[config.mk]
export PLATFORM = sky130hd
export DESIGN_NAME = jtag_emu_engine
export DESIGN_NICKNAME = d
export VERILOG_FILES = /design/src/rtl/jtag_emu_engine.sv
export SDC_FILE = /design/constraint.sdc
export NUM_CORES = 1
export LEC_CHECK = 0
export BUFFER_PORTS_ARGS = -buffer_cell sky130_fd_sc_hd__buf_4
export CAP_MARGIN = 10
export CORE_MARGIN = 2
export CORE_UTILIZATION = 24
export CTS_CLUSTER_DIAMETER = 50
export DETAILED_ROUTE_END_ITERATION = 7
export PLACE_DENSITY = 0.42
export SETUP_SLACK_MARGIN = 0.1
export SLEW_MARGIN = 0
export SYNTH_ARGS = -nofsm -noshare
export SYNTH_HDL_FRONTEND = slang
export SYNTH_SLANG_ARGS = --single-unit
export TNS_END_PERCENT = 100
[constraint.sdc]
create_clock -name clk -period 2.3 [get_ports clk]
set_input_delay 0.23 -clock clk [delete_from_list [all_inputs] [get_ports clk]]
set_output_delay 0.23 -clock clk [all_outputs]
set_load 0.01 [all_outputs]
[src/rtl/jtag_emu_engine.sv]
// Bit-bang JTAG sequencer: shifts up to 32 TMS/TDI pairs to the debug TAP at a
// programmable TCK rate and returns the captured TDO bits as one response word.
module jtag_emu_engine #(
  parameter int CLK_DIV = 4
) (
  input  logic        clk,
  input  logic        rst_n,
  input  logic        cmd_valid_i,
  output logic        cmd_ready_o,
  input  logic        cmd_trst_i,
  input  logic [5:0]  cmd_len_i,
  input  logic [31:0] cmd_tms_i,
  input  logic [31:0] cmd_tdi_i,
  output logic        rsp_valid_o,
  input  logic        rsp_ready_i,
  output logic [31:0] rsp_tdo_o,
  output logic        busy_o,
  output logic        tck_o,
  output logic        trstn_o,
  output logic        tms_o,
  output logic        tdi_o,
  input  logic        tdo_i
);

  localparam int CW = (CLK_DIV > 1) ? $clog2(CLK_DIV) : 1;
  localparam logic [CW-1:0] HALF_MAX = CW'(CLK_DIV - 1);

  typedef enum logic [2:0] {
    IDLE,
    TRST,
    SHIFT_LO,
    SHIFT_HI,
    RESP
  } state_e;

  state_e        state_q, state_d;
  logic [CW-1:0] halfCnt_q, halfCnt_d;
  logic [5:0]    bitCnt_q, bitCnt_d;
  logic [5:0]    effLen_q, effLen_d;
  logic [31:0]   tmsSh_q, tmsSh_d;
  logic [31:0]   tdiSh_q, tdiSh_d;
  logic          tck_q, tck_d;
  logic          tms_q, tms_d;
  logic          tdi_q, tdi_d;
  logic          trstn_q, trstn_d;
  logic          cmdReady_q, cmdReady_d;
  logic          rspValid_q, rspValid_d;
  logic [31:0]   rspTdo_q, rspTdo_d;
  logic          busy_q, busy_d;

  logic          halfDone;
  logic [CW-1:0] halfNext;
  logic [5:0]    lenSat;

  assign halfDone = (halfCnt_q == HALF_MAX);
  assign halfNext = halfDone ? '0 : halfCnt_q + CW'(1);
  assign lenSat   = (cmd_len_i > 6'd32) ? 6'd32 : cmd_len_i;

  always_comb begin
    state_d    = state_q;
    halfCnt_d  = halfCnt_q;
    bitCnt_d   = bitCnt_q;
    effLen_d   = effLen_q;
    tmsSh_d    = tmsSh_q;
    tdiSh_d    = tdiSh_q;
    tck_d      = tck_q;
    tms_d      = tms_q;
    tdi_d      = tdi_q;
    trstn_d    = trstn_q;
    cmdReady_d = cmdReady_q;
    rspValid_d = rspValid_q;
    rspTdo_d   = rspTdo_q;

    case (state_q)
      IDLE: begin
        tck_d      = 1'b0;
        trstn_d    = 1'b1;
        cmdReady_d = 1'b1;
        if (cmd_valid_i && cmdReady_q) begin
          cmdReady_d = 1'b0;
          rspTdo_d   = '0;
          halfCnt_d  = '0;
          bitCnt_d   = '0;
          if (cmd_trst_i) begin
            state_d = TRST;
            trstn_d = 1'b0;
          end else if (lenSat == 6'd0) begin
            state_d    = RESP;
            rspValid_d = 1'b1;
          end else begin
            // Bit 0 goes straight to the pins; the rest wait in the shifters.
            state_d  = SHIFT_LO;
            effLen_d = lenSat;
            tms_d    = cmd_tms_i[0];
            tdi_d    = cmd_tdi_i[0];
            tmsSh_d  = cmd_tms_i >> 1;
            tdiSh_d  = cmd_tdi_i >> 1;
          end
        end
      end

      TRST: begin
        // bitCnt_q[0] marks the second half-period of the reset pulse.
        halfCnt_d = halfNext;
        if (halfDone) begin
          if (bitCnt_q[0]) begin
            state_d    = RESP;
            trstn_d    = 1'b1;
            rspValid_d = 1'b1;
          end else begin
            bitCnt_d = 6'd1;
          end
        end
      end

      SHIFT_LO: begin
        halfCnt_d = halfNext;
        if (halfDone) begin
          state_d                 = SHIFT_HI;
          tck_d                   = 1'b1;
          rspTdo_d[bitCnt_q[4:0]] = tdo_i;
        end
      end

      SHIFT_HI: begin
        halfCnt_d = halfNext;
        if (halfDone) begin
          tck_d = 1'b0;
          if (bitCnt_q == effLen_q - 6'd1) begin
            state_d    = RESP;
            rspValid_d = 1'b1;
          end else begin
            state_d  = SHIFT_LO;
            bitCnt_d = bitCnt_q + 6'd1;
            tms_d    = tmsSh_q[0];
            tdi_d    = tdiSh_q[0];
            tmsSh_d  = tmsSh_q >> 1;
            tdiSh_d  = tdiSh_q >> 1;
          end
        end
      end

      RESP: begin
        if (rsp_ready_i) begin
          state_d    = IDLE;
          rspValid_d = 1'b0;
          cmdReady_d = 1'b1;
        end
      end

      default: state_d = IDLE;
    endcase

    busy_d = (state_d != IDLE);
  end

  always_ff @(posedge clk or negedge rst_n) begin
    if (!rst_n) begin
      state_q    <= IDLE;
      halfCnt_q  <= '0;
      bitCnt_q   <= '0;
      effLen_q   <= '0;
      tmsSh_q    <= '0;
      tdiSh_q    <= '0;
      tck_q      <= 1'b0;
      tms_q      <= 1'b1;
      tdi_q      <= 1'b0;
      trstn_q    <= 1'b0;
      cmdReady_q <= 1'b0;
      rspValid_q <= 1'b0;
      rspTdo_q   <= '0;
      busy_q     <= 1'b0;
    end else begin
      state_q    <= state_d;
      halfCnt_q  <= halfCnt_d;
      bitCnt_q   <= bitCnt_d;
      effLen_q   <= effLen_d;
      tmsSh_q    <= tmsSh_d;
      tdiSh_q    <= tdiSh_d;
      tck_q      <= tck_d;
      tms_q      <= tms_d;
      tdi_q      <= tdi_d;
      trstn_q    <= trstn_d;
      cmdReady_q <= cmdReady_d;
      rspValid_q <= rspValid_d;
      rspTdo_q   <= rspTdo_d;
      busy_q     <= busy_d;
    end
  end

  assign cmd_ready_o = cmdReady_q;
  assign rsp_valid_o = rspValid_q;
  assign rsp_tdo_o   = rspTdo_q;
  assign busy_o      = busy_q;
  assign tck_o       = tck_q;
  assign trstn_o     = trstn_q;
  assign tms_o       = tms_q;
  assign tdi_o       = tdi_q;

endmodule

=== After elaboration in Yosys (flattened, before gate mapping) ===
Cells that the tools add are included.

* Flip-flop bits (word level): 120
* Bits of input ports: 76
* Word-level logic and storage cells: 133

* Add/subtract/negate cells: 3
* $lt $le $gt $ge: 3
* Equal/unequal tests: 18
* Mux-type cells: 68
* Bitwise operators: 2
* Reduce and logical (&&, ||, !) cells: 24

{| class="wikitable"
|+ Operators by type and width
! operator !! count
|-
| $mux 32 || 12
|-
| $pmux 32 s2 || 3
|-
| $mux 6 || 6
|-
| $bwmux 32 || 1
|-
| $mux 3 || 9
|-
| $mux 1 || 25
|-
| $ne 2x2->1 const B || 12
|-
| $pmux 6 s3 || 1
|-
| $pmux 3 s5 || 1
|-
| $reduce_and 6->1 || 2
|-
| $reduce_bool 2->1 || 5
|-
| $reduce_and 3->1 || 3
|-
| $reduce_and 9->1 || 1
|-
| $reduce_bool 3->1 || 3
|-
| $pmux 1 s2 || 4
|-
| $add 6x1->6 const B || 1
|-
| $eq 3x2->1 const B || 2
|-
| $eq 6x6->1 || 1
|-
| $gt 6x6->1 const B || 1
|-
| $logic_not 6->1 || 1
|-
| $lt 5x6->1 const B || 1
|-
| $sub 6x1->6 const B || 1
|-
| $demux 1 s5 || 1
|-
| $ge 5x1->1 const B || 1
|-
| other kinds (16) || 20
|}

=== Depth between registers and ports, before layout ===
Gate-level depths: netlist of the first run.

* Word-level depth: 8
* Gate-level depth with buffers: 11
* Mapped depth without buffers: 8

=== Worst setup path after synthesis of the first run ===
Ideal clock, no wire load.

* Path kind: register to register
* Start: reg effLen_q[0]
* End: reg tdiSh_q[10]
* Library setup time: 0.132 ns
* Arrival time: 1.970 ns
* Path slack: 0.198 ns
* Cell stages (with the launch flop): 10
* Path buffers: 3
* Cell sequence: dfrtp_1 or4_1 or3_1 a41oi_2 a211oi_2 buf_6 buf_6 buf_6 nand2_1 o21ai_1

* Word-level cells in the longest chain between the ends: 4

{| class="wikitable"
|+ RTL lines
! element !! line !! source
|-
| start, declared || 39 || <nowiki>logic [5:0] effLen_q, effLen_d;</nowiki>
|-
| start signal, assigned || 177 || <nowiki>effLen_q <= effLen_d;</nowiki>
|-
| $sub 6x1->6 || 129 || <nowiki>if (bitCnt_q == effLen_q - 6'd1) begin</nowiki>
|-
| $eq 6x6->1 || 129 ||
|-
| $ne 2x2->1 (no source line) || n/a ||
|-
| $reduce_and 6->1 (no source line) || n/a ||
|-
| end signal, assigned || 179 || <nowiki>tdiSh_q <= tdiSh_d;</nowiki>
|-
| end, declared || 41 || <nowiki>logic [31:0] tdiSh_q, tdiSh_d;</nowiki>
|}

No other way between the ends.
A chain may end at the register's enable or synchronous reset.

=== Final worst setup path of the first run ===
* Start: reg effLen_q[1]
* End: reg tmsSh_q[29]

* Word-level cells in the longest chain between the ends: 4

{| class="wikitable"
|+ RTL lines
! element !! line !! source
|-
| $sub 6x1->6 || 129 ||
|-
| $eq 6x6->1 || 129 ||
|-
| $ne 2x2->1 (no source line) || n/a ||
|-
| $reduce_and 6->1 (no source line) || n/a ||
|-
| end signal, assigned || 178 || <nowiki>tmsSh_q <= tmsSh_d;</nowiki>
|-
| end, declared || 40 || <nowiki>logic [31:0] tmsSh_q, tmsSh_d;</nowiki>
|}

No other way between the ends.

==> flow_summary.yaml, run 1 <==
outcome:
  status: "complete, no violations"
worst_setup_path:
  critPathMaxFanout: 29
  worstPathCellList: "or4_4 -> or3_4 -> a41oi_4 -> a211oi_4 -> buf_12 -> clkbuf_16 -> nand2_1 -> o21ai_0"
  cp_data_required_time_ns: 2.59
  cp_num_buf_inv: 2
  slowest_delay_ns: 0.55
  critical_path.top_delay_family: "simple AND/OR/NAND/NOR gates"
  critical_path_class: "flop to flop"
  critical_path_depth: 8
  r2r_cells: 8
  start_kind: "flop"
  crit_arrival_ns: 2.49
  crit_slowest_cell: "or4_4"
  end_kind: "flop"
placement:
  dp_cells: 1021
  dp_hpwl_mm: 11.4
  place.gp.congestion: 0.773
  portBuffers: 114
  place_area_mm2: 0.00710
die:
  num_io_pins: 115
  die_area_mm2: 0.0254
  die_x_um: 159
  core_mm2: 0.0235
  initial_core_util_pct: 24.6
  rows: 56
  die_h_um: 159
routing:
  wirelength_met1_mm: 7.53
  wire_per_inst_um: 15.8
  postRouteAntennaNets: 0
  route.detailed.drc: 0
  dr_wl_met2_mm: 8.18
  drtPass1Iterations: 4
  drt_wl_total_mm: 16.7
  drtIter0Drc: 204
  top_layer_used: "met4"
  num_vias: 4926
  via_per_inst: 4.66
  dr_wl_met3_um: 778
sta:
  setup_viol: 0
  tightest_slew_ns: 0.508
  period_minus_slack_ns: 2.20
  finalHoldViolations: 0
  finalCritPeriodShare_pct: 95.6
  tns_ns: 0
  clock.fmax_ghz: 0.455
  fin_skew_ns: 0.00988
  rsz0062_at_grt: "yes"
  finalMaxSlewViolations: 0
  whs_ns: 0.0758
  slew_headroom_pct: 65.9
grt:
  grt.overflow.total: 0
  grt_pass1_vias: 5154
  grt_util_all_layers_pct: 13.3
  antenna_found_initial: 0
  grt_pass1_wl_mm: 27.1
  grt_start_max_net_pins: 59
power_and_ir_drop:
  p_leak_nw: 3.59
  vdd_ir_drop_max_v: 0.000610
  powerDensity_mw_per_mm2: 1330
min_path:
  hp-class: "primary input to flop"
  hold_path_depth: 3
synth:
  synth-edff-count: 0
  syn-cell-area_mm2: 0.00579
  yosysSeqAreaShare_pct: 51.0
  syn_area_per_cell_um2: 9.60
  async_reset_ff_share_pct: 100
  synth_cell_types: 54
  syn-num-nets: 685
  yosys_warnings: 0
  dominantRegCellSynth: "dfrtp_1"
  synthCells: 603
  ys_ff_latch: 118
finish:
  drive_gt1_share_pct: 26.4
  fin_util_pct: 33.5
  final_cells: 1058
  fin_area_mm2: 0.00790
  antenna_cells: 0
  fillers: 2447
  area_delta_synth_final_pct: 36.5
  nets: 809
clock_tree:
  cts_made_buffers: 17
  numClockSinks: 118
  path_clk_slew_ns: 0.05
  clk_latency_ns: 0.42
  cts-root-buf: "clkbuf_16"
  cts.htree.levels: 4
  cts_tree: "yes"
  cts_buffer_depth: 2
flow_run:
  maxCapViolCount: 0
==> flip-flops by register name (all words and copies together), names as in the netlist <==
register / flops
tmsSh_q: 31
effLen_q: 6
busy_o: 1
state_q: 3
trstn_o: 1
tdi_o: 1
bitCnt_q: 6
tck_o: 1
cmd_ready_o: 1
tms_o: 1
tdiSh_q: 31
halfCnt_q: 2
rsp_tdo_o: 32
rsp_valid_o: 1
==> cell usage in the layout, fill, tap and decap left out, types with 2 or more instances in the layout <==
cell type,n
nand2_1,85
bufinv_16,4
xor2_1,2
nor3_1,10
o22ai_1,2
a21o_1,2
nand3b_1,2
o21ai_0,113
a21oi_1,37
nor2_2,2
buf_12,5
ha_1,6
clkinvlp_4,2
buf_16,2
mux2i_1,63
nor2_1,18
mux2_2,4
or3_1,3
clkinv_4,4
inv_1,7
nor4_1,2
dfrtp_1,117
xnor2_1,4
buf_4,136
nand4_1,3
nand3_1,10
nand2b_1,4
a22o_1,2
and2_1,4
a211oi_1,2
clkbuf_16,19
o21ai_1,23
inv_6,3
nor2b_1,7
==> final timing paths <==
path / startpoint / to / slack [ns]
max: effLen_q[1]$_DFFE_PN0P_ / tmsSh_q[29]$_DFFE_PN0P_ / 0.10
min: cmd_tms_i[31] / tmsSh_q[30]$_DFFE_PN0P_ / 0.08
max reg2reg: effLen_q[1]$_DFFE_PN0P_ / tmsSh_q[29]$_DFFE_PN0P_ / 0.10
min reg2reg: tmsSh_q[13]$_DFFE_PN0P_ / tmsSh_q[13]$_DFFE_PN0P_ / 0.48
max in group asynchronous: rst_n / tmsSh_q[25]$_DFFE_PN0P_ / 1.34
min in group asynchronous: rst_n / tmsSh_q[8]$_DFFE_PN0P_ / 0.30
==> cells in the mapped netlist (6+ instances only) <==
cell        n  area [µm²]
dfrtp_1   117        2930
o21ai_0   115         576
nand2_1    85         319
mux2i_1    63         631
a21oi_1    37         185
clkbuf_1   22        82.6
o21ai_1    22         110
nor2_1     20        75.1
buf_2      13        65.1
nand3_1    10        50.1
nor3_1     10        50.1
inv_1       8        30.0
nor2b_1     7        43.8
ha_1        6        75.1
==> worst reg2reg max path, stage by stage, from the launching register on <==
cell and delay (ns):
dfrtp_1 0.39, or4_4 0.55, or3_4 0.37, a41oi_4 0.18, a211oi_4 0.06, buf_12 0.18
clkbuf_16 0.20, nand2_1 0.08, o21ai_0 0.07
==> cell families (layout without fill, tap and decap cells) <==
group / Yosys count / after routing / share of synthesized area (%)
AOI/OAI and AO/OA: 198 / 198 / 18.6
and+or+nand+nor: 158 / 158 / 12.3
DFF: 118 / 118 / 51.0
muxes: 67 / 67 / 11.7
buffers and inverters: 50 / 186 / 4.17
adders and majority gates: 6 / 6 / 1.30
xor gates and xnor gates: 6 / 6 / 0.908
==> per-layer routing <==
metal	vias to the layer above	global-route usage [%]
met3	16	3.46
met2	125	22.1
li1	2387	-
met1	2398	16.5
met4	0	5.37
met5	-	0
==> what timing repair did <==
item | in CTS | in global routing
hold endpoints to repair | 25 | 0
gates resized for setup | 7 | 6
cloned | 1 | 2
endpoints found under the setup margin | 27 | 66
setup buffers | 2 | 0
pin swaps | 0 | 5
hold buffers | 1 | 0
==> layout make-up <==
type,count,area (µm²),share of cell area (%)
multi-input combinational,435,2650,33.5
clock inverter,14,201,2.55
timing repair buffer,146,1240,15.7
sequential,118,2950,37.4
clock buffer,17,425,5.39
tap,319,399,5.05
inverter,9,33.8,0.428
==> through the flow <==
stage                     worst slack (ns)  power, mW
after detailed placement            0.0411       7.36
after CTS                           0.0704       10.5
after floorplan                      0.198       6.08
after global placement               0.122       7.24
final                                0.101       10.5
after global routing                0.0308       11.3
==> report_power, final <==
part | internal (mW) | leakage, nW | switching [mW]
Clock | 1.82 | 0.300 | 1.02
Sequential | 2.79 | 1.53 | 0.450
Combinational | 1.90 | 1.76 | 2.50
(Power assumes the default switching activity.)
==> inputs of run 2 (changes only) <==
Settings changed: CORE_ASPECT_RATIO from default to 1.1, PLACE_DENSITY 0.42 to 0.44.
Clock period 2.3 ns to 2 ns, I/O delays scaled along.
==> run 2 against run 1 <==
The flow now finishes with violations (setup timing). First-iteration DRC count is 7.4% higher. Die area is essentially flat. Sequential share of layout area is 1.3 points lower. Count of clock-buffer cells in the layout rose by 1. Routed wire length rose by 4.3%. Global-route usage increased by 0.28 points. Critical endpoint is now tmsSh_q[9]$_DFFE_PN0P_.
==> flow_summary.yaml, run 2 (synthesized netlist as in run 1, its figures left out) <==
sta:
  rsz0062_at_grt: "yes"
  setup_viol: 70
  tightest_slew_ns: 0.614
  finalHoldViolations: 0
  tns_ns: -10.53
  fin_skew_ns: 0.00701
  slew_headroom_pct: 59.1
  finalCritPeriodShare_pct: 110
  whs_ns: 0.0426
  period_minus_slack_ns: 2.20
  setup_ws_ns: -0.204
  clock.fmax_ghz: 0.454
  finalMaxSlewViolations: 0
clock_tree:
  cts-root-buf: "clkbuf_16"
  cts_tree: "yes"
  cts.htree.levels: 4
  numClockSinks: 118
  cts_made_buffers: 17
  cts_buffer_depth: 2
  clk_latency_ns: 0.42
  path_clk_slew_ns: 0.06
grt:
  grt_util_all_layers_pct: 13.6
  grt_start_max_net_pins: 42
  grt.overflow.total: 0
  antenna_found_initial: 0
  grt_pass1_vias: 5210
  grt_pass1_wl_mm: 27.6
placement:
  portBuffers: 114
  place.gp.congestion: 0.873
  dp_hpwl_mm: 11.5
  place_area_mm2: 0.00725
routing:
  route.detailed.drc: 0
  drt_wl_total_mm: 17.4
  via_per_inst: 4.73
  wire_per_inst_um: 16.3
  drtPass1Iterations: 4
  postRouteAntennaNets: 0
  drtIter0Drc: 219
  num_vias: 5052
worst_setup_path:
  end_kind: "flop"
  critical_path_class: "flop to flop"
  start_kind: "flop"
  critical_path.top_delay_family: "simple AND/OR/NAND/NOR gates"
  crit_slowest_cell: "or4_4"
  cp_num_buf_inv: 2
  slowest_delay_ns: 0.53
  worstPathCellList: "or4_4 -> or3_4 -> a41oi_4 -> a211oi_4 -> buf_12 -> clkbuf_16 -> nand2_1 -> o21ai_0"
  crit_arrival_ns: 2.50
  cp_data_required_time_ns: 2.30
  critPathMaxFanout: 19
min_path:
  hp-class: "primary input to flop"
power_and_ir_drop:
  finalPower_mw: 12.5
  vdd_ir_drop_max_v: 0.000570
  p_leak_nw: 3.73
  powerDensity_mw_per_mm2: 1530
finish:
  drive_gt1_share_pct: 31.1
  multi_input_comb_area_mm2: 0.00277
  nets: 831
  final_common_cell: "buf_4"
  fin_area_mm2: 0.00819
  final_cell_mix: "buf_4 (151), dfrtp_1 (117), o21ai_0 (86)"
  seq_area_mm2: 0.00295
  fillers: 2405
  area_delta_synth_final_pct: 41.5
  largest_register_ffs: 32
die:
  initial_core_util_pct: 24.4
  rows: 59
  die_x_um: 152
  core_mm2: 0.0237
  die_h_um: 167
  die_area_mm2: 0.0254
  num_io_pins: 115
flow_run:
  maxCapViolCount: 0
outcome:
  status: "finished, violations left"
  violations: "setup timing"
[run 2: cell count changes in the layout (fill, tap and decap cells not counted), sizes merged]
cell,before,now
inv,11,9
bufinv,4,1
clkbuf,19,22
clkinvlp,2,6
diode,0,1
buf,143,163
[run 2: final cells by class]
type / instances / area share [%]
flip-flops and latches: 118 / 36.1
clock buffers: 18 / 5.36
clock inverters: 13 / 1.33
repair buffers: 168 / 18.3
well taps: 305 / 4.66
inverters: 9 / 0.443
multi-input cells: 435 / 33.8
diodes: 1 / 0.0306
[run 2: worst reg2reg max path, stage by stage (launching register included)]
cell,delay (ns)
dfrtp_1,0.40
or4_4,0.53
or3_4,0.37
a41oi_4,0.18
a211oi_4,0.06
buf_12,0.18
clkbuf_16,0.21
nand2_1,0.07
o21ai_0,0.08
[run 2: path summary, 6_finish.rpt]
check / startpoint / endpoint / slack [ns] / depth (start not counted)
max in group asynchronous: rst_n / tms_o$_DFFE_PN1P_ / 0.95 / 3
worst max register to register: effLen_q[0]$_DFFE_PN0P_ / tmsSh_q[9]$_DFFE_PN0P_ / -0.20 / 8
min in group asynchronous: rst_n / effLen_q[4]$_DFFE_PN0P_ / 0.33 / 2
worst max-delay path: effLen_q[0]$_DFFE_PN0P_ / tmsSh_q[9]$_DFFE_PN0P_ / -0.20 / 8
worst min register to register: tdiSh_q[29]$_DFFE_PN0P_ / tdiSh_q[29]$_DFFE_PN0P_ / 0.48 / 2
worst min-delay path: cmd_tdi_i[31] / tdiSh_q[30]$_DFFE_PN0P_ / 0.04 / 3
[run 2: report_power, final]
group | switching [mW] | internal, mW | total (mW)
logic | 3.23 | 2.71 | 5.95
clock network | 1.14 | 1.72 | 2.86
registers | 0.476 | 3.21 | 3.68
total | 4.85 | 7.64 | 12.5
[run 2: routing by layer]
layer,wire (µm),GRT usage [%],vias to the layer above
met5,0,0,-
met4,358,5.65,0
met3,879,3.56,23
met2,8330,22.3,137
met1,7860,17.1,2465
li1,-,-,2427
[run 2: per-stage QoR]
step           util (%)  setup WS [ns]  std cells
6_report           34.6         -0.204       1067
5_1_grt            34.5         -0.271       1066
4_1_cts            33.7         -0.202       1062
3_5_place_dp       30.6         -0.287       1024
3_3_place_gp       30.6         -0.194       1024
2_1_floorplan         -         -0.102        603
[run 2: repair_timing]
action                                 4_1_cts  5_1_grt
setup endpoints to repair                   80      105
hold buffers                                 1        0
cloned                                       2        4
pin swaps                                    8        8
buffers inserted                             4        0
resized for setup                           29       37
endpoints found under the hold margin       39        0
==> inputs of run 3 (changes only) <==
Settings changed: CORE_UTILIZATION 24 to 40, PLACE_DENSITY 0.44 to 0.64.
==> run 3 against run 2 <==
The flow still finishes with violations (setup timing). Global-route usage up 5.5 points. Utilization up 21 points. Sequential share of layout area up 1.4 points. Worst hold slack worse by 0.013 ns. Register-to-register slack worse by 0.02 ns. Fmax down 0.83%. Die area down 39%. Count of clock-buffer cells in the layout up 2. First-iteration DRC count up 88%.
==> flow_summary.yaml, run 3 (synthesized netlist as in run 1, its figures left out) <==
outcome:
  status: "finished, violations left"
  violations: "setup timing"
die:
  die_x_um: 119
  die_area_mm2: 0.0154
  initial_core_util_pct: 40.5
  core_mm2: 0.0143
  rows: 46
  num_io_pins: 115
  die_h_um: 130
grt:
  antenna_found_initial: 0
  grt.overflow.total: 0
  grt_start_max_net_pins: 49
  grt_util_all_layers_pct: 19.1
  grt_pass1_wl_mm: 23.4
  grt_pass1_vias: 4773
finish:
  final_common_cell: "buf_4"
  drive_gt1_share_pct: 29.3
  largest_register_ffs: 32
  antenna_cells: 0
  final_cell_mix: "buf_4 (140), dfrtp_1 (117), nand2_1 (84)"
  fillers: 1281
  nets: 817
  area_delta_synth_final_pct: 36.2
routing:
  drtIter0Drc: 411
  postRouteAntennaNets: 0
  num_vias: 4990
  drt_wl_total_mm: 14.8
  wire_per_inst_um: 15.7
  via_per_inst: 5.31
  route.detailed.drc: 0
  drtPass1Iterations: 5
sta:
  tightest_slew_ns: 0.507
  setup_viol: 71
  slew_headroom_pct: 65.8
  finalCritPeriodShare_pct: 111
  setup_ws_ns: -0.222
  finalMaxSlewViolations: 0
  tns_ns: -11.46
  rsz0062_at_grt: "yes"
  clock.fmax_ghz: 0.450
  period_minus_slack_ns: 2.22
  finalHoldViolations: 0
  fin_skew_ns: 0.00829
worst_setup_path:
  ff2ff_setup_slack_ns: -0.22
  cp_data_required_time_ns: 2.29
  critical_path_class: "flop to flop"
  critPathMaxFanout: 22
  crit_arrival_ns: 2.52
  end_kind: "flop"
  crit_slowest_cell: "or4_4"
  start_kind: "flop"
  worstPathCellList: "or4_4 -> or3_4 -> a41oi_4 -> a211oi_4 -> buf_12 -> clkbuf_16 -> nand2_1 -> o21ai_0"
  slowest_delay_ns: 0.57
clock_tree:
  path_clk_slew_ns: 0.06
  cts_buffer_depth: 2
  cts_made_buffers: 17
  cts_tree: "yes"
  numClockSinks: 118
  clk_latency_ns: 0.42
  cts.htree.levels: 4
  cts-root-buf: "clkbuf_16"
power_and_ir_drop:
  finalPower_mw: 12.1
  switching_share_pct: 37.9
  sequentialPowerShare_pct: 30.7
  p_leak_nw: 3.65
  power.internal_mw: 7.51
  vdd_ir_drop_max_v: 0.000691
  pwr-share-comb_pct: 44.6
  p_sw_mw: 4.58
  powerDensity_mw_per_mm2: 1530
  p_clk_share_pct: 24.7
min_path:
  hp-class: "primary input to flop"
placement:
  place.gp.congestion: 0.838
  dp_hpwl_mm: 10.2
  portBuffers: 114
flow_run:
  maxCapViolCount: 0
## run 3: through the flow
stage                     instances  hold slack [ns]  area [µm²]  util, %  setup WS (ns)
after floorplan                 603          -0.0956        5800        -         -0.102
after global placement          904            0.170        7050     49.4         -0.204
after detailed placement        904            0.166        7050     49.4         -0.270
after CTS                       938           0.0171        7750     54.3         -0.185
after global routing            940           0.0414        7880     55.2         -0.278
final                           940           0.0299        7880     55.2         -0.222
## run 3: cell type report
class | instances | area (µm²) | share of cell area [%]
Clock inverter | 12 | 129 | 1.64
Multi-Input combinational cell | 435 | 2750 | 34.9
Timing Repair Buffer | 154 | 1320 | 16.7
Tap cell | 192 | 240 | 3.05
Clock buffer | 20 | 457 | 5.79
Inverter | 9 | 33.8 | 0.429
Sequential cell | 118 | 2950 | 37.5
## run 3: metal layers
metal | share of wire, % | wire [µm] | GRT usage (%) | vias to the layer above
met5 | 0 | 0 | 0 | -
li1 | - | - | - | 2401
met1 | 42 | 6200 | 24.1 | 2394
met3 | 5.5 | 814 | 4.76 | 18
met4 | 1.5 | 227 | 8.19 | 0
met2 | 51 | 7550 | 31.6 | 177
## run 3: power groups by stage
stage                     clock (mW)  combinational [mW]  sequential, mW
after floorplan                    0                3.37            3.64
final                           2.98                5.39            3.72
after global routing            3.17                5.96            3.82
after detailed placement           0                4.80            3.73
after global placement             0                4.66            3.71
after CTS                       3.05                5.05            3.71
## run 3: worst max-delay path, delay by kind of cell, from the launching register on
kind / cells / cell delay [ns]
buffers and inverters: 2 / 0.36
AOI/OAI and AO/OA: 3 / 0.33
and+or+nand+nor: 3 / 1.02
DFF: 1 / 0.39
## run 3: worst paths after layout
path	startpoint	endpoint	cells past startpoint
setup / recovery	effLen_q[1]$_DFFE_PN0P_	tmsSh_q[6]$_DFFE_PN0P_	8
hold / removal	cmd_tms_i[31]	tmsSh_q[30]$_DFFE_PN0P_	3
setup reg to reg	effLen_q[1]$_DFFE_PN0P_	tmsSh_q[6]$_DFFE_PN0P_	8
hold reg to reg	tms_o$_DFFE_PN1P_	tms_o$_DFFE_PN1P_	2
max in group asynchronous	rst_n	tms_o$_DFFE_PN1P_	3
min in group asynchronous	rst_n	rsp_tdo_o[8]$_DFFE_PN0P_	2
## run 3: repair_timing
item | in CTS | in global routing
setup endpoints to repair | 80 | 106
hold buffers | 1 | 0
gates resized for setup | 24 | 40
hold endpoints to repair | 28 | 0
setup buffers | 1 | 0
pin swaps | 7 | 5
cloned | 0 | 2
